[config.mk]
export PLATFORM = sky130hd
export DESIGN_NAME = jump_unit
export DESIGN_NICKNAME = d
export VERILOG_FILES = /design/src/rtl/jump_unit.sv
export SDC_FILE = /design/constraint.sdc
export NUM_CORES = 1
export LEC_CHECK = 0
export BUFFER_PORTS_ARGS = -buffer_cell sky130_fd_sc_hd__buf_4
export CAP_MARGIN = 0
export CORE_UTILIZATION = 48
export DETAILED_ROUTE_END_ITERATION = 16
export PLACE_DENSITY = 0.76
export SLEW_MARGIN = 20
export SYNTH_ARGS = -nofsm -noshare
export SYNTH_HDL_FRONTEND = slang
export SYNTH_SLANG_ARGS = --single-unit
export TNS_END_PERCENT = 20
[constraint.sdc]
create_clock -name clk -period 1.6 [get_ports clk]
set_input_delay 0.24 -clock clk [delete_from_list [all_inputs] [get_ports clk]]
set_output_delay 0.24 -clock clk [all_outputs]
set_load 0.1 [all_outputs]
[src/rtl/jump_unit.sv]
// Branch-resolution unit: decodes the jump-control bits with the ALU zero
// flag into the PC-next mux select, and keeps a registered flush request
// plus a count of taken jumps.
module jump_unit #(
  parameter int unsigned CNT_W = 16
) (
  input  logic             clk,
  input  logic             rst,
  input  logic             FlagZ,
  input  logic             JumpCD,
  input  logic             JumpCI,
  input  logic             JumpI,
  output logic             PCSource,
  output logic             FlushQ,
  output logic             IllegalJump,
  output logic [CNT_W-1:0] TakenCount
);

  logic             flushD;
  logic             flushQ;
  logic [CNT_W-1:0] takenCountD;
  logic [CNT_W-1:0] takenCountQ;

  // Jump decision and encoding check; no state, so valid during reset.
  // Overlapping bits still jump if any condition is satisfied.
  always_comb begin
    PCSource    = JumpI | (JumpCI & FlagZ) | (JumpCD & ~FlagZ);
    IllegalJump = (JumpI & JumpCI) | (JumpI & JumpCD) | (JumpCI & JumpCD);
  end

  // Next-state for the flush request and the wrapping taken-jump counter.
  always_comb begin
    flushD      = PCSource;
    takenCountD = takenCountQ;
    if (PCSource) begin
      takenCountD = takenCountQ + CNT_W'(1);
    end
  end

  // Synchronous reset wins over a jump taken in the same cycle.
  always_ff @(posedge clk) begin
    if (rst) begin
      flushQ      <= 1'b0;
      takenCountQ <= '0;
    end else begin
      flushQ      <= flushD;
      takenCountQ <= takenCountD;
    end
  end

  assign FlushQ     = flushQ;
  assign TakenCount = takenCountQ;

endmodule

==> results.toml, run 1 <==
[sta]
hold-worst-slack_ps = 227
fmax_mhz = 668
finalCritPeriodShare = 0.936
period_minus_slack_ps = 1500
maxSlewHeadroom = 0.761
hold_viol = 0
report.final.slew_viol_count = 0
rsz0062_at_grt = "no"
setup_viol = 0
fin_skew_ps = 1.92
setup_slack_ps = 103
tightest_slew_ps = 358

[min_path]
min_to = "TakenCount[5]$_SDFFE_PP0P_"
hp-class = "primary input to register"
hp-start = "rst"
hold_depth = 2

[synthesis]
avgSynthCellArea_sq_um = 9.01
ys.warnings.count = 0
synth_top_family_by_area = "simple AND/OR/NAND/NOR gates"
synth_xor_area_frac = 0.0662
seq_area_frac_synth = 0.429
synth.distinct_cells = 23
yosys-mux-area-fraction = 0.0189
synth_nets = 95
synth-seq-cells = 17
syn_inst = 88
synthAdderAreaFrac = 0.0284
synth_compound_area_frac = 0.207
synth.cell_area_sq_um = 793
yosys.area_share.simple = 0.226

[worst_setup_path]
r2r_slack_ps = 100
worst-setup-path-type = "register to register"
crit_path_end_kind = "register"
critPathMaxFanout = 9
timing.rr.end = "TakenCount[14]$_SDFFE_PP0P_"
cp.arrival_ps = 1720
required_ps = 1830
worstRegToRegCells = 5
worstReg2RegStart = "TakenCount[0]$_SDFFE_PP0P_"
startpoint_type = "register"

[drt]
drc = 0
ant_nets = 0
drt_iter0_drc = 20
vias_per_cell = 5.66
vias = 736
wl_per_cell_um = 13.2
met3_length_um = 54
drt_pass1_iterations = 4
wl_met2_um = 831
drt-met1-wl_um = 822
drt_wl_total_mm = 1.72
top_layer_used = "met4"

[clocking]
cts_hold_buf = 0
cts_tree = "built"
post-cts-setup-buffers = 0
numCtsBuffers = 3
clock_latency_ps = 290
cts_sinks = 17
root_buffer = "clkbuf_4"
cts.path.max_buffers = 2
cts.clk_slew.worst_paths_ps = 100
htreeDepth = 1
cts_resized = 0

[global_route]
grt_pass1_vias = 645
grt.total_usage = 0.201
antenna_found_initial = 0
grt_pass1_wl_mm = 2.71
gr-total-overflow = 0
grt_max_degree = 18

[layout]
diodes = 0
most-common-layout-cells = "buf_4 (25), o21ai_0 (11), dfxtp_4 (10), a21oi_1 (10)"
final_common_cell = "buf_4"
drive_above_1_share = 0.439
instances_no_fill = 130
fin_nets = 122
area_growth_pct = 35.2

[power]
ir_worst_vdd_v = 0.000805
p_sw_frac = 0.335
clockPowerShare = 0.270
p_int_w = 0.000558
powerDensity_nw_per_um2 = 783
p_leak_nw = 0.405
p_seq_frac = 0.518
p_sw_w = 0.000281
p_comb_frac = 0.211

[floorplanning]
start_util = 0.521
rows = 14
coreArea_sq_um = 1520
ios = 25
fp.dieW_um = 42.7
die_y_um = 42.7
die_area_sq_um = 1820

[placed_design]
dp_slack_ps = 117
dp.cells = 126
dp_hpwl_mm = 1.24
numPortBuffers = 24
finalWeightedCongestion = 0.749

[run_status]
outcome = "complete, no violations"

[job]
drv_cap = 0
## power groups by stage
stage               registers (W)  clock network (W)  logic (W)
finish                   0.000435           0.000227   0.000177
global route             0.000437           0.000263   0.000186
CTS                      0.000435           0.000244   0.000178
detailed placement       0.000445                  0   0.000177
global placement         0.000445                  0   0.000176
floorplan                0.000517                  0  0.0000647
## worst max-delay path, cell delays in order (launching register included)
cell,delay (ps)
dfxtp_4,390
ha_4,130
and4_1,210
o211ai_2,180
or3_1,390
a21oi_1,130
## cell usage after synthesis (all sizes together)
cell type / n / area share
dfxtp: 17 / 0.43
o21ai: 11 / 0.069
a21oi: 10 / 0.063
nor2: 8 / 0.038
or3: 8 / 0.063
xor2: 6 / 0.066
nand2: 4 / 0.019
and4: 3 / 0.033
nand3: 3 / 0.019
and3: 2 / 0.028
buf: 2 / 0.011
inv: 2 / 0.0095
nand4: 2 / 0.016
o2111ai: 2 / 0.022
o211ai: 2 / 0.043
clkbuf: 1 / 0.0047
ha: 1 / 0.016
maj3: 1 / 0.013
mux2: 1 / 0.019
o31ai: 1 / 0.0095
or4: 1 / 0.0095
## registers in the layout (all words and copies together), names as in the netlist
register,count
TakenCount,16
FlushQ,1
## per-layer routing
| layer | global-route usage | up-vias |
|---|---|---|
| met2 | 0.327 | 15 |
| li1 | - | 379 |
| met1 | 0.253 | 340 |
| met5 | 0 | - |
| met4 | 0.113 | 0 |
| met3 | 0.0255 | 2 |
## worst max-delay path by stage
stage	end	slack, ps	start
6_report	TakenCount[14]$_SDFFE_PP0P_	100	TakenCount[0]$_SDFFE_PP0P_
5_1_grt	TakenCount[8]$_SDFFE_PP0P_	20	TakenCount[1]$_SDFFE_PP0P_
4_1_cts	TakenCount[14]$_SDFFE_PP0P_	110	TakenCount[1]$_SDFFE_PP0P_
3_5_place_dp	PCSource	120	FlagZ
3_3_place_gp	PCSource	150	FlagZ
2_1_floorplan	TakenCount[14]$_SDFFE_PP0P_	-30	TakenCount[0]$_SDFFE_PP0P_
## logic make-up (layout without fill, tap and decap cells)
group / after synthesis / count (layout)
AND/OR/NAND/NOR: 31 / 31
AO/OA/AOI/OAI: 26 / 26
flip-flops: 17 / 17
XOR/XNOR: 6 / 6
buffers and inverters: 5 / 31
adder cells (fa/ha/maj): 2 / 2
multiplexers: 1 / 1
## final cells by class
| class | count | area, sq um |
|---|---|---|
| clock buffers | 3 | 22.5 |
| clock inverters | 1 | 5.00 |
| fillers | 124 | 452 |
| inverters | 2 | 7.51 |
| multi-input cells | 66 | 445 |
| flip-flops and latches | 17 | 384 |
| well taps | 16 | 20.0 |
| repair buffers | 25 | 188 |
## stage by stage
stage | power (W) | TNS (ps) | util | cell area [sq um]
detailed placement | 0.000623 | 0 | 0.686 | 1040
finish | 0.000840 | 0 | 0.704 | 1070
global placement | 0.000621 | 0 | 0.686 | 1040
floorplan | 0.000582 | -28.1 | - | 850
global route | 0.000886 | 0 | 0.704 | 1070
CTS | 0.000857 | 0 | 0.704 | 1070
(Power assumes the default switching activity.)
==> inputs of run 2 (changes only) <==
Settings changed: CELL_PAD_IN_SITES_DETAIL_PLACEMENT set to 0, CELL_PAD_IN_SITES_GLOBAL_PLACEMENT set to 1, CORE_UTILIZATION 48 to 35, GPL_TIMING_DRIVEN set to 0, PLACE_DENSITY 0.76 to not set, PLACE_DENSITY_LB_ADDON set to 0.1, SLEW_MARGIN 20 to 10.
==> results.toml, run 2 (synthesized netlist as in run 1, its figures left out) <==
[run_status]
outcome = "complete, no violations"

[layout]
final_util = 0.532
most-common-layout-cells = "buf_4 (22), o21ai_0 (11), dfxtp_4 (10), a21oi_1 (10), or3_1 (8)"
fin_nets = 122
nFillCells = 215
multiInputGateArea_sq_um = 457
stdcell_area_sq_um = 1090
regArea_sq_um = 384
area_growth_pct = 37.1
largest_reg_flops = 16
diodes = 0
final_common_cell = "buf_4"
drive_above_1_share = 0.430

[global_route]
grt_pass1_wl_mm = 3.19
gr-total-overflow = 0
antenna_found_initial = 0
grt_max_degree = 11
grt_pass1_vias = 662
grt.total_usage = 0.167

[drt]
vias_per_cell = 5.29
vias = 746
drt_pass1_iterations = 4
drt_wl_total_mm = 1.84
ant_nets = 0
wl_per_cell_um = 13.1
drt_iter0_drc = 10
drc = 0

[floorplanning]
die_area_sq_um = 2460
start_util = 0.388
ios = 25
fp.dieW_um = 49.6
coreArea_sq_um = 2040
rows = 16
die_y_um = 49.6

[worst_setup_path]
crit_path_max_incr_delay_ps = 390
worst-setup-path-type = "register to register"
required_ps = 1810
slowest_stage = "dfxtp_4"
startpoint_type = "register"
path_cells = "ha_4 > and4_1 > o211ai_4 > or3_1 > a21oi_1"
crit_path_end_kind = "register"
critPathMaxFanout = 9
cp.arrival_ps = 1700

[clocking]
numCtsBuffers = 3
htreeDepth = 1
cts_sinks = 17
root_buffer = "clkbuf_4"
clock_latency_ps = 290
cts.path.max_buffers = 2
post-cts-setup-buffers = 0
cts.clk_slew.worst_paths_ps = 110
cts_tree = "built"
cts_hold_buf = 0
cts_resized = 0

[sta]
period_minus_slack_ps = 1490
rsz0062_at_grt = "no"
maxSlewHeadroom = 0.678
fin_skew_ps = 12.6
report.final.slew_viol_count = 0
tightest_slew_ps = 483
setup_viol = 0
finalCritPeriodShare = 0.930
hold_viol = 0
fmax_mhz = 672

[placed_design]
place_area_sq_um = 1050
finalWeightedCongestion = 0.672
numPortBuffers = 22
dp_hpwl_mm = 1.36

[min_path]
hp-class = "primary input to register"

[power]
powerDensity_nw_per_um2 = 776
p_leak_nw = 0.392
ir_worst_vdd_v = 0.000523

[job]
drv_cap = 0
==> run 2: worst max-delay path, delay by kind of cell (launching register included) <==
kind            cells  cell delay, ps
compound gates      2             270
flops               1             390
simple gates        2             600
fa+ha+maj           1             150
==> run 2: worst paths after layout <==
kind	startpoint	end	slack, ps	depth (start not counted)
worst max-delay path	TakenCount[1]$_SDFFE_PP0P_	TakenCount[14]$_SDFFE_PP0P_	110	5
worst min-delay path	rst	TakenCount[1]$_SDFFE_PP0P_	320	2
worst max register to register	TakenCount[1]$_SDFFE_PP0P_	TakenCount[14]$_SDFFE_PP0P_	110	5
worst min register to register	TakenCount[15]$_SDFFE_PP0P_	TakenCount[15]$_SDFFE_PP0P_	490	2
==> run 2: routing by layer <==
metal,part of all wire,global-route usage
met1,0.47,0.219
met2,0.48,0.261
met3,0.046,0.0556
met4,0,0.0429
met5,0,0
==> run 2: cell type report <==
type,count,share of cell area
Inverter,2,0.00690
Multi-Input combinational cell,66,0.420
Timing Repair Buffer,22,0.152
Sequential cell,17,0.353
Buffer,3,0.0115
Clock inverter,1,0.00460
Clock buffer,3,0.0207
Tap cell,27,0.0311
==> run 2: metrics by stage <==
step | power, W | TNS [ps] | instances | hold slack, ps | worst slack [ps]
final | 0.000844 | 0 | 141 | 318 | 113
after global routing | 0.000896 | 0 | 141 | 360 | 19.9
after CTS | 0.000852 | 0 | 141 | 318 | 20.0
after detailed placement | 0.000623 | 0 | 137 | 485 | 32.1
after global placement | 0.000619 | 0 | 137 | 463 | 28.4
after floorplan | 0.000582 | -28.1 | 88 | 529 | -25.3
==> run 2: power breakdown <==
group | internal, W | switching, W
sequential | 0.000422 | 0.0000135
clock | 0.0000929 | 0.000136
combinational | 0.0000416 | 0.000138
total | 0.000557 | 0.000287
